--- src/rtl/contador_vagas_pkg.sv ---
// Shared types and BCD arithmetic for the parking free-space counter.
// The count is kept as two BCD digits and is never converted to binary.
package contador_vagas_pkg;

    typedef logic [3:0] bcdNibble_t;

    typedef struct packed {
        bcdNibble_t dezena;
        bcdNibble_t unidade;
    } bcdCount_t;

    localparam logic [1:0] SEL_UNIDADE = 2'b01;
    localparam logic [1:0] SEL_DEZENA  = 2'b10;

    // Callers guarantee the count is below 99, so the tens digit cannot overflow.
    function automatic bcdCount_t bcd_inc(input bcdCount_t c);
        bcdCount_t r;
        r = c;
        if (c.unidade == 4'd9) begin
            r.unidade = 4'd0;
            r.dezena  = c.dezena + 4'd1;
        end else begin
            r.unidade = c.unidade + 4'd1;
        end
        return r;
    endfunction

    // Callers guarantee the count is above 00, so the tens digit cannot underflow.
    function automatic bcdCount_t bcd_dec(input bcdCount_t c);
        bcdCount_t r;
        r = c;
        if (c.unidade == 4'd0) begin
            r.unidade = 4'd9;
            r.dezena  = c.dezena - 4'd1;
        end else begin
            r.unidade = c.unidade - 4'd1;
        end
        return r;
    endfunction

endpackage

--- src/rtl/debounce_sensor.sv ---
// Two-flop synchronizer, debounce counter and rising-edge event pulse
// for one raw car sensor.
module debounce_sensor #(
    parameter int DEBOUNCE_CYCLES = 4
) (
    input  logic clk,
    input  logic rst_n,
    input  logic sensorRaw,
    output logic evento
);

    localparam int CNT_W = (DEBOUNCE_CYCLES > 1) ? $clog2(DEBOUNCE_CYCLES) : 1;
    localparam logic [CNT_W-1:0] CNT_LAST = CNT_W'(DEBOUNCE_CYCLES - 1);

    logic             sync1;
    logic             sync2;
    logic             nivel;
    logic [CNT_W-1:0] cnt;

    // NOTE: non-blocking assignments keep every flop sampling pre-edge values;
    // blocking ones here would collapse the two synchronizer stages into one.
    always_ff @(posedge clk) begin
        if (!rst_n) begin
            sync1  <= 1'b0;
            sync2  <= 1'b0;
            nivel  <= 1'b0;
            cnt    <= '0;
            evento <= 1'b0;
        end else begin
            sync1  <= sensorRaw;
            sync2  <= sync1;
            evento <= 1'b0;
            // Any sample agreeing with the accepted level restarts the run.
            if (sync2 == nivel) begin
                cnt <= '0;
            end else if (cnt == CNT_LAST) begin
                nivel  <= sync2;
                cnt    <= '0;
                evento <= sync2;
            end else begin
                cnt <= cnt + CNT_W'(1);
            end
        end
    end

endmodule

--- src/rtl/contador_vagas_bcd.sv ---
// Free-space counter kept in two BCD digits, with debounced entry/exit
// sensors and a time-multiplexed digit bus for the 7-segment decoders.
module contador_vagas_bcd
    import contador_vagas_pkg::*;
#(
    parameter int CAPACITY        = 20,
    parameter int DEBOUNCE_CYCLES = 4,
    parameter int SCAN_DIV        = 8
) (
    input  logic       clk,
    input  logic       rst_n,
    input  logic       sensor_entrada,
    input  logic       sensor_saida,
    output logic [3:0] dezena,
    output logic [3:0] unidade,
    output logic [3:0] digito_bcd,
    output logic [1:0] digito_sel,
    output logic       lotado,
    output logic       vazio,
    output logic       erro
);

    localparam bcdCount_t CAP_BCD = '{dezena: 4'(CAPACITY / 10), unidade: 4'(CAPACITY % 10)};
    localparam int SCAN_W = $clog2(SCAN_DIV);
    localparam logic [SCAN_W-1:0] SCAN_LAST = SCAN_W'(SCAN_DIV - 1);

    generate
        if (CAPACITY < 1 || CAPACITY > 99)  begin : gBadCapacity  $error("CAPACITY out of range"); end
        if (DEBOUNCE_CYCLES < 1)            begin : gBadDebounce  $error("DEBOUNCE_CYCLES below 1"); end
        if (SCAN_DIV < 2)                   begin : gBadScan      $error("SCAN_DIV below 2"); end
    endgenerate

    logic              evEnt;
    logic              evSai;
    bcdCount_t         count;
    bcdCount_t         nextCount;
    logic              nextErro;
    logic [SCAN_W-1:0] scanCnt;
    logic [1:0]        nextSel;

    debounce_sensor #(.DEBOUNCE_CYCLES(DEBOUNCE_CYCLES)) uEntrada (
        .clk       (clk),
        .rst_n     (rst_n),
        .sensorRaw (sensor_entrada),
        .evento    (evEnt)
    );

    debounce_sensor #(.DEBOUNCE_CYCLES(DEBOUNCE_CYCLES)) uSaida (
        .clk       (clk),
        .rst_n     (rst_n),
        .sensorRaw (sensor_saida),
        .evento    (evSai)
    );

    // NOTE: defaults first, so no branch leaves an output unassigned and no latch is inferred.
    always_comb begin
        nextCount = count;
        nextErro  = 1'b0;
        // Simultaneous entry and exit cancel out without flagging an error.
        if (evEnt && !evSai) begin
            if (count == '0) nextErro  = 1'b1;
            else             nextCount = bcd_dec(count);
        end else if (evSai && !evEnt) begin
            if (count == CAP_BCD) nextErro  = 1'b1;
            else                  nextCount = bcd_inc(count);
        end
    end

    always_comb begin
        nextSel = digito_sel;
        if (scanCnt == SCAN_LAST) begin
            nextSel = (digito_sel == SEL_UNIDADE) ? SEL_DEZENA : SEL_UNIDADE;
        end
    end

    always_ff @(posedge clk) begin
        if (!rst_n) begin
            count      <= CAP_BCD;
            lotado     <= 1'b0;
            vazio      <= 1'b1;
            erro       <= 1'b0;
            scanCnt    <= '0;
            digito_sel <= SEL_UNIDADE;
            digito_bcd <= CAP_BCD.unidade;
        end else begin
            count      <= nextCount;
            lotado     <= (nextCount == '0);
            vazio      <= (nextCount == CAP_BCD);
            erro       <= nextErro;
            scanCnt    <= (scanCnt == SCAN_LAST) ? '0 : scanCnt + SCAN_W'(1);
            digito_sel <= nextSel;
            // Built from next-state values so the bus never shows a stale digit.
            digito_bcd <= (nextSel == SEL_DEZENA) ? nextCount.dezena : nextCount.unidade;
        end
    end

    assign dezena  = count.dezena;
    assign unidade = count.unidade;

endmodule

--- config.mk ---
export PLATFORM = sky130hd
export DESIGN_NAME = contador_vagas_bcd
export DESIGN_NICKNAME = d
export VERILOG_FILES = /design/src/rtl/contador_vagas_pkg.sv /design/src/rtl/debounce_sensor.sv /design/src/rtl/contador_vagas_bcd.sv
export SDC_FILE = /design/constraint.sdc
export NUM_CORES = 1
export LEC_CHECK = 0
export CORE_ASPECT_RATIO = 1.75
export CORE_MARGIN = 5
export CORE_UTILIZATION = 53
export CTS_CLUSTER_SIZE = 10
export DETAILED_ROUTE_END_ITERATION = 6
export GPL_ROUTABILITY_DRIVEN = 0
export PLACE_DENSITY = 0.74
export SLEW_MARGIN = 20
export SYNTH_ARGS = -nofsm -noshare
export SYNTH_HDL_FRONTEND = slang
export SYNTH_SLANG_ARGS = --single-unit
--- constraint.sdc ---
create_clock -name clk -period 2.5 [get_ports clk]
set_input_delay 0.25 -clock clk [delete_from_list [all_inputs] [get_ports clk]]
set_output_delay 0.25 -clock clk [all_outputs]
set_load 0.02 [all_outputs]
Word level (Yosys, flattened, before mapping)
Cells that the tools add are included.
{ "word_totals": {"ff_bits": 32, "out_inout_bits": 17, "wordCells": 69, "input_bits": 4} }
{ "op_classes": {"reduce_logical": 14, "bitwise_logic": 5, "n_eq_ne": 10, "muxes": 15, "n_addsub": 7} }
{ "ops": {"columns": ["op", "count"], "rows": [
  ["$mux 8", 4],
  ["$mux 4", 5],
  ["$eq 8x6->1 const B", 2],
  ["$logic_not 8->1", 2],
  ["$reduce_or 3->1", 4],
  ["$add 4x1->4 const B", 2],
  ["$sub 4x1->4 const B", 2],
  ["$eq 2x2->1 const B", 3],
  ["$not 1->1", 5],
  ["$add 2x1->2 const B", 2],
  ["$eq 4x4->1 const B", 1],
  ["$logic_not 4->1", 1],
  ["$mux 1", 4],
  ["$mux 2", 2],
  ["$reduce_and 2->1", 2],
  ["$add 3x1->3 const B", 1],
  ["$eq 3x3->1 const B", 1],
  ["$eq 1x1->1", 2],
  ["$eq 2x1->1 const B", 1],
  ["$logic_and 1x1->1", 2],
  ["$logic_not 1->1", 2],
  ["$reduce_or 2->1", 1]
]} }

Logic depth before layout (Yosys ltp)
Gate-level depths: netlist of run 1.
{ "depth": {"ltp_word": 6, "ltp_mapped": 8} }

Cells and area by module
Synthesis of run 1 repeated with hierarchy kept, for this count alone.
{ "unflattened": {"cells_unflattened": 171, "area_unflattened_um2": 1594.0} }
{ "modules_own_cells": {"columns": ["module", "instances", "seq_area_each_um2", "area_each_um2", "cells_per_inst"], "rows": [
  ["contador_vagas_bcd", 1, 400.4, 1188.6, 141],
  ["debounce_sensor", 2, 120.1, 202.7, 15]
]} }

Least setup slack after synthesis of run 1
No wires, ideal clock.
{ "synth_timing": {"path_type": "flip-flop to flip-flop", "start": "reg count (netlist bit dezena[1])", "end": "reg vazio", "slack_ns": 0.276, "t_arrival_ns": 2.128, "path_buffers": 0, "t_required_ns": 2.404, "stages_incl_launch_ff": 8, "path_cell_list": "dfxtp_1 ha_1 inv_1 or4_4 mux2_4 o221ai_2 nand4_1 o41ai_2"} }
{ "synth_via": {"elab_chain_len": 6, "elab_cells_between_ends": 11} }
{ "synth_rtl": {"columns": ["element", "line", "text"], "rows": [
  ["from (decl)", "contador_vagas_bcd.sv:35", "bcdCount_t count;"],
  ["from (signal assigned)", "contador_vagas_bcd.sv:86", "count <= nextCount;"],
  ["$add 4x1->4", "contador_vagas_pkg.sv:21", "r.dezena = c.dezena + 4'd1;"],
  ["$mux 4", "contador_vagas_pkg.sv:19", "if (c.unidade == 4'd9) begin"],
  ["$mux 8", "contador_vagas_bcd.sv:64", "if (count == CAP_BCD) nextErro = 1'b1;"],
  ["$mux 8", "contador_vagas_bcd.sv:63", "end else if (evSai && !evEnt) begin"],
  ["$mux 8 (*)", "contador_vagas_bcd.sv:60", "if (evEnt && !evSai) begin"],
  ["$eq 8x6->1 (*)", "contador_vagas_bcd.sv:88", "vazio <= (nextCount == CAP_BCD);"],
  ["to (signal assigned)", "contador_vagas_bcd.sv:88", null],
  ["to (decl)", "contador_vagas_bcd.sv:19", "output logic vazio,"]
]} }
Every way passes the cells marked *; elsewhere a longest branch is shown, timed or not.
A chain may end at the register's enable or synchronous reset.

Worst setup path in the final report of run 1
Same ends and word-level chain as after synthesis.

==> results of run 1 <==
[sequential cells by signal, summed over array words and instances (netlist names), 2 cells and up]
register,cells
dezena,4
digito_bcd,4
digito_sel,2
scanCnt,3
uEntrada.cnt,2
uSaida.cnt,2
unidade,4
[layer usage]
layer	vias up	wire length [um]	share of wire [%]	global-route usage, %
met5	-	0	0	0
met4	0	85	2.5	9.207
met3	10	132	3.9	4.174
met2	44	1847	54	33.33
met1	590	1326	39	19.25
li1	621	-	-	-
[worst paths after layout]
path	start	endpoint	slack, ns	depth (start not counted)
hold reg to reg	uSaida.cnt[0]	uSaida.cnt[0]	0.43	1
setup / recovery	dezena[1]	vazio	0.26	7
setup reg to reg	dezena[1]	vazio	0.26	7
hold / removal	uSaida.cnt[0]	uSaida.cnt[0]	0.43	1
[area by class of cell]
cell class | count | area (um^2)
Fill cell | 240 | 964.7
Multi-Input combinational cell | 114 | 839.6
Sequential cell | 32 | 640.6
Timing Repair Buffer | 24 | 230.2
Clock buffer | 7 | 96.34
Tap cell | 28 | 35.03
Clock inverter | 1 | 30.03
Inverter | 7 | 26.28
[synth_stat cells, types with 3 or more instances]
library cell	number
o211ai_1	3
mux2i_1	6
clkbuf_1	8
nor4_1	5
nor2_1	14
ha_1	8
and2_1	7
xnor2_1	4
o21ai_0	9
inv_1	7
nand2_1	7
nor3b_1	4
dfxtp_1	32
nand2b_1	3
nor4b_1	3
a21oi_1	4
[per-stage QoR]
stage          instance area [um^2]  std cells  utilization, %  setup slack (ns)
3_5_place_dp                   1772        205           61.89            0.2833
3_3_place_gp                   1772        205           61.89            0.3460
4_1_cts                        1898        213           66.30            0.2442
6_report                       1898        213           66.30            0.2553
2_1_floorplan                  1546        163               -            0.2761
5_1_grt                        1898        213           66.30           0.08642
[cells by family (layout without fill, tap and decap cells)]
family | count (synthesis) | in the layout
and+or+nand+nor | 60 | 60
DFF | 32 | 32
AOI/OAI and AO/OA | 31 | 31
buffers and inverters | 17 | 39
muxes | 9 | 9
adders and majority gates | 8 | 8
xor gates and xnor gates | 6 | 6
[critical path, delay by kind of cell (launching register included)]
kind | cells | cell delay [ns]
AO/OA/AOI/OAI | 2 | 0.47
adder cells (fa/ha/maj) | 1 | 0.21
multiplexers | 1 | 0.32
AND/OR/NAND/NOR | 2 | 0.68
flip-flops | 1 | 0.44
buffers and inverters | 1 | 0.04
[where the power goes]
group | internal (uW) | switching (uW) | total, uW
clock | 351 | 186 | 537
combinational | 12.8 | 12.7 | 25.5
sequential | 518 | 3.89 | 522
total | 883 | 203 | 1090
==> metrics.yaml, run 1 <==
synth:
  synth_cell_types: 45
  synth_edf_count: 0
  synth_flop_cell: "dfxtp_1"
  yosysSeqAreaShare_pct: 41.42
  ys_warn_count: 0
  synth_compound_gate_area_share_pct: 14.32
  syn-cell-area_um2: 1546
  ys_seq_elements: 32
  yosys.area.top_type: "dfxtp_1"
  synth.area.mux_share_pct: 6.311
  syn_avg_cell_area_um2: 9.488
  synth_top_family_by_area: "simple AND/OR/NAND/NOR gates"
  synth-xor-area-share_pct: 3.398
  yosysTopAreaCellShare_pct: 41.42
  synthCells: 163
  synth-simple-area-share_pct: 23.79
  synth_fa_ha_area_share_pct: 6.472
  synthArstFlopShare_pct: 0
  syn_nets: 175
  synth_top_cells_by_area: "dfxtp_1, ha_1, mux2i_1, nor2_1, o21ai_0"
finish:
  area_growth_syn_to_layout_pct: 22.73
  final_common_cell: "dfxtp_1"
  fin_nets: 196
  drive_gt1_share_pct: 10.81
  antenna_cells: 0
  final_cell_mix: "dfxtp_1, clkdlybuf4s50_1, nor2_1"
sta:
  clock.fmax_ghz: 0.4455
  finalHoldViolations: 0
  tns_ns: 0
  drv_slew: 0
  relSlewSlack_pct: 59.48
  min_period_ns: 2.245
  worst_pin_slew_ns: 0.6022
  fin_crit_sh_pct: 89.79
  fin_hold_ws_ns: 0.4326
  setup_viol: 0
  rsz0062_at_grt: "no"
  finalClockSkew_ns: 0.003275
worst_setup_path:
  crit_chain: "ha_1 -> inv_1 -> or4_4 -> mux2_4 -> o221ai_2 -> nand4_1 -> o41ai_2"
  crit_fanout: 7
  crit_path_start_kind: "register"
  end_kind: "register"
  arrival_ns: 2.44
  max_stage_delay_ns: 0.52
  required_ns: 2.69
  critical_path_class: "reg2reg"
  slowest_stage: "or4_4"
global_routing:
  antenna_found_initial: 0
  grt_max_degree: 17
  grt_pass1_vias: 1276
  grt_overflow: 0
  track_usage_pct: 18.40
  grt_pass1_wl_um: 5837
floorplanning:
  io_pins: 21
  die_x_um: 50.84
  initial_utilization_pct: 54.02
  core_um2: 2863
  die-area_um2: 4141
  num_rows: 26
  die_h_um: 81.46
routing:
  first_pass_iters: 4
  routed_via_density: 5.939
  drt_iter0_markers: 55
  ant_nets: 0
  wl_per_cell_um: 15.92
  vias: 1265
  routed_wirelength_um: 3391
  drc_errors: 0
flow_run:
  drv_cap: 0
cts:
  cts.sinks: 32
  cts_made_buffers: 5
  cts_tree: "built"
  cts.path.max_buffers: 2
  post-cts-setup-buffers: 0
  clk_pin_slew_ns: 0.07
  cts.htree.levels: 2
  cts_resized: 0
  clk_latency_ns: 0.28
  cts_hold_buf: 0
  cts_root_buffer: "clkbuf_8"
power:
  p_per_area_nw_per_um2: 571.7
  total_power_uw: 1085
  ir_worst_vdd_mv: 0.5083
  p_leak_uw: 0.0007975
placement:
  port_buffers: 20
  hpwl_um: 2455
min_path:
  hold_path_class: "reg2reg"
status:
  outcome: "completed"
Note: power is estimated with default switching activity, not from simulation.
==> run 2: changes to the inputs <==
Settings changed: CORE_MARGIN 5 to 10, PLACE_DENSITY 0.74 to not set, PLACE_DENSITY_LB_ADDON set to 0.1.
==> run 2 against run 1 <==
  * Hold slack got worse by 0.0011 ns
  * Clock skew increased by 0.0017 ns
  * Clock power decreased by 10%
  * Critical path depth unchanged
  * Die area increased by 34%
  * Power decreased by 5.1%
  * Maximum frequency decreased by 3.3%
  * Combinational power about the same
  * Core utilization increased by 2.3 points
  * Global-route usage decreased by 5.0 points
  * Critical path type unchanged
  * Largest cell class unchanged
==> metrics.yaml, run 2 (same netlist as run 1, synthesis figures left out) <==
worst_setup_path:
  crit_fanout: 7
  crit_chain: "ha_1 -> inv_1 -> or4_4 -> mux2_4 -> o221ai_2 -> nand4_1 -> nor4_1"
  slowest_stage: "or4_4"
  required_ns: 2.66
  max_stage_delay_ns: 0.52
  worst_r2r_endpoint: "lotado"
  r2r-start: "dezena[1]"
  arrival_ns: 2.48
  critical_path_class: "reg2reg"
  end_kind: "register"
  r2r_slack_ns: 0.18
  rr_worst_depth: 7
  crit_path_start_kind: "register"
routing:
  wl_per_cell_um: 16.23
  drc_errors: 0
  vias: 1256
  routed_wirelength_um: 3457
  ant_nets: 0
  routed_via_density: 5.897
  first_pass_iters: 4
  drt_iter0_markers: 29
sta:
  worst_slack_ns: 0.1788
  setup_viol: 0
  finalHoldViolations: 0
  drv_slew: 0
  finalClockSkew_ns: 0.005008
  worst_pin_slew_ns: 0.5654
  rsz0062_at_grt: "no"
  tns_ns: 0
  clock.fmax_ghz: 0.4308
  min_period_ns: 2.321
  relSlewSlack_pct: 61.96
  fin_crit_sh_pct: 92.85
global_routing:
  track_usage_pct: 13.39
  grt_overflow: 0
  busiest_layer: "met2"
  grt_pass1_wl_um: 5961
  use_met1_pct: 13.07
  antenna_found_initial: 0
  grt.met2_usage_pct: 24.06
  use_met3_pct: 4.324
  grt_max_degree: 17
  grt_pass1_vias: 1335
finish:
  drive_gt1_share_pct: 11.29
  fin_nets: 197
  area_growth_syn_to_layout_pct: 22.17
  utilization_pct: 68.64
  finish.instance_area_um2: 1889
  final_common_cell: "dfxtp_1"
  final_cell_mix: "dfxtp_1, clkdlybuf4s50_1, nor2_1"
  fin_cells: 213
  antenna_cells: 0
min_path:
  hold_path_class: "reg2reg"
  worstHoldStart: "uSaida.cnt[0]"
  hold_end: "uSaida.cnt[0]"
  hold_depth: 1
cts:
  clk_latency_ns: 0.28
  clk_pin_slew_ns: 0.07
  post-cts-setup-buffers: 0
  cts.htree.levels: 2
  cts_hold_buf: 0
  cts.sinks: 32
  cts_resized: 0
  cts_tree: "built"
  cts.path.max_buffers: 2
  cts_root_buffer: "clkbuf_8"
  cts_made_buffers: 5
power:
  p_leak_uw: 0.0007927
  ir_worst_vdd_mv: 0.5221
  p_per_area_nw_per_um2: 545.0
floorplanning:
  initial_utilization_pct: 56.18
  die-area_um2: 5564
  num_rows: 25
  core_um2: 2753
  die_h_um: 91.46
  io_pins: 21
  die_x_um: 60.84
placement:
  hpwl_um: 2591
  place_ws_ns: 0.2343
  dp_cells: 205
  port_buffers: 20
  place_area_um2: 1778
flow_run:
  drv_cap: 0
status:
  outcome: "completed"
run 2: cell types whose count changed in the layout (fill, tap and decap cells not counted):
cell        before  now
clkinvlp_4       0    1
clkinv_2         0    1
clkbuf_8         7    5
buf_4            4    5
run 2: final cells by class:
type,instances,area [um^2]
Fill cell,221,863.3
Multi-Input combinational cell,114,839.6
Sequential cell,32,640.6
Timing Repair Buffer,25,237.7
Clock buffer,5,68.82
Clock inverter,3,42.54
Tap cell,27,33.78
Inverter,7,26.28
run 2: routing by layer:
metal / share of wire [%] / wire length [um] / up-vias
li1: - / - / 623
met1: 37 / 1295 / 593
met2: 55 / 1897 / 34
met3: 6.0 / 208 / 6
met4: 1.6 / 55 / 0
met5: 0 / 0 / -
run 2: worst max-delay path by stage:
stage / startpoint / to / slack [ns] / depth (start not counted)
5_1_grt: dezena[1] / lotado / 0.03 / 7
4_1_cts: dezena[1] / lotado / 0.15 / 7
2_1_floorplan: dezena[1] / vazio / 0.28 / 7
3_3_place_gp: dezena[1] / lotado / 0.33 / 7
3_5_place_dp: dezena[1] / lotado / 0.23 / 7
6_report: dezena[1] / lotado / 0.18 / 7
run 2: worst max-delay path, delay by kind of cell (launching register included):
family                   cells  cell delay, ns
flip-flops                   1            0.45
buffers and inverters        1            0.05
AO/OA/AOI/OAI                1            0.15
adder cells (fa/ha/maj)      1            0.22
AND/OR/NAND/NOR              3            1.02
multiplexers                 1            0.32
run 2: report_power, final:
group / internal (uW) / switching, uW / leakage [uW]
sequential: 518 / 3.87 / 0.000259
clock: 295 / 187 / 0.0000541
combinational: 12.5 / 13.0 / 0.000479
run 2: stage by stage:
stage / power, uW / hold slack [ns]
2_1_floorplan: 547.4 / 0.3323
5_1_grt: 1071 / 0.4660
3_5_place_dp: 559.5 / 0.4286
6_report: 1030 / 0.4315
4_1_cts: 1043 / 0.4386
3_3_place_gp: 557.7 / 0.4126
==> run 3: changes to the inputs <==
Settings changed: CAP_MARGIN set to 20, CORE_UTILIZATION 53 to 54, DONT_BUFFER_PORTS set to 1.
==> run 3 against run 2 <==
  * Power decreased by 9.3%
  * Die area decreased by 1.3%
  * Sequential cell count unchanged
  * Non-clock buffer count decreased by 17
==> metrics.yaml, run 3 (same netlist as run 1, synthesis figures left out) <==
worst_setup_path:
  crit_path_start_kind: "register"
  worst_r2r_endpoint: "vazio"
  required_ns: 2.68
  worst-path-buf-inv: 1
  r2r-start: "unidade[1]"
  arrival_ns: 2.39
  crit_chain: "buf_4 -> nor4_1 -> a21boi_0 -> o31ai_1 -> nand2_1 -> o41ai_2"
  end_kind: "register"
  rr_worst_depth: 6
  crit_fanout: 5
  slowest_stage: "nor4_1"
  critical_path_class: "reg2reg"
  crit_family: "compound AO/OA/AOI/OAI gates"
  max_stage_delay_ns: 0.51
  r2r_slack_ns: 0.29
min_path:
  hold_depth: 1
  hold_end: "vazio"
  worstHoldStart: "rst_n"
  hold_path_class: "in2reg"
routing:
  drt_iter0_markers: 18
  drc_errors: 0
  routed_wirelength_um: 3226
  routed_via_density: 5.995
  wl_per_cell_um: 16.46
  first_pass_iters: 4
  vias: 1175
  ant_nets: 0
finish:
  area_growth_syn_to_layout_pct: 9.304
  drive_gt1_share_pct: 13.02
  finish.instance_area_um2: 1690
  antenna_cells: 0
  fin_nets: 180
  final_cell_mix: "dfxtp_1, nor2_1, o21ai_0"
  final_common_cell: "dfxtp_1"
power:
  p_seq_share_pct: 56.0
  switchingPower_uw: 184.5
  p_leak_uw: 0.0007286
  ir_worst_vdd_mv: 0.5120
  p_int_uw: 749.6
  pwr-share-clk_pct: 42.5
  comb_power_share_pct: 1.6
  p_per_area_nw_per_um2: 552.6
  p_sw_share_pct: 19.76
floorplanning:
  initial_utilization_pct: 56.83
  num_rows: 25
  die_x_um: 60.46
  core_um2: 2721
  io_pins: 21
  die_h_um: 90.80
  die-area_um2: 5489
cts:
  clk_latency_ns: 0.28
  cts_hold_buf: 0
  cts_root_buffer: "clkbuf_8"
  cts.path.max_buffers: 2
  cts_resized: 0
  cts.sinks: 32
  clk_pin_slew_ns: 0.07
  cts.htree.levels: 2
  cts_tree: "built"
  cts_made_buffers: 5
  post-cts-setup-buffers: 0
global_routing:
  grt_pass1_wl_um: 5506
  grt_overflow: 0
  antenna_found_initial: 0
  grt_pass1_vias: 1249
  grt_max_degree: 17
  track_usage_pct: 12.86
sta:
  worst_pin_slew_ns: 0.5536
  rsz0062_at_grt: "no"
  relSlewSlack_pct: 62.75
  finalClockSkew_ns: 0.009743
  drv_slew: 0
  min_period_ns: 2.214
  tns_ns: 0
  fin_crit_sh_pct: 88.54
  clock.fmax_ghz: 0.4518
  setup_viol: 0
  finalHoldViolations: 0
placement:
  port_buffers: 0
  hpwl_um: 2423
  place_area_um2: 1600
flow_run:
  drv_cap: 0
status:
  outcome: "completed"
## run 3: cell count changes in the layout (fill, tap and decap cells not counted)
cell             previous run  this run
buf_4                       5         8
bufinv_16                   1         0
clkbuf_1                    0         2
clkbuf_8                    5         6
clkdlybuf4s50_1            20         0
clkinv_2                    1         0
clkinvlp_4                  1         0
## run 3: power groups by stage
stage               clock network [uW]  registers, uW  logic [uW]
floorplan                            0            533        14.3
global placement                     0            534        15.0
detailed placement                   0            534        15.3
CTS                                409            523        15.4
global route                       434            523        18.3
finish                             397            523        14.8
## run 3: cell type report
cell class	instances	area, um^2
flip-flops and latches	32	640.6
clock buffers	8	90.09
inverters	7	26.28
multi-input cells	114	839.6
repair buffers	8	60.06
well taps	27	33.78
fillers	242	1031
## run 3: how the worst max path moves through the flow
stage                          start    end  slack [ns]  cells past startpoint
after floorplan            dezena[1]  vazio        0.28                      7
after global placement    unidade[1]  vazio        0.31                      6
after detailed placement  unidade[1]  vazio        0.27                      6
after CTS                  dezena[0]  vazio        0.26                      7
after global routing      unidade[1]  vazio        0.11                      7
final                     unidade[1]  vazio        0.29                      6
## run 3: routing by layer
layer  wire (um)  GRT usage, %  up-vias
li1            -             -      590
met1        1257         11.81      554
met2        1704         22.41       23
met3         171         4.789        8
met4          93         7.537        0
met5           0             0        -
## run 3: per-stage QoR
step	power, uW	utilization [%]	setup WS [ns]	instances	hold WS [ns]
6_report	934.1	62.11	0.2865	196	0.03699
3_5_place_dp	549.2	58.80	0.2732	188	0.3272
2_1_floorplan	547.4	-	0.2761	163	0.3323
5_1_grt	974.8	62.11	0.1130	196	0.02567
3_3_place_gp	548.7	58.80	0.3105	188	0.3197
4_1_cts	946.5	62.11	0.2613	196	0.03320
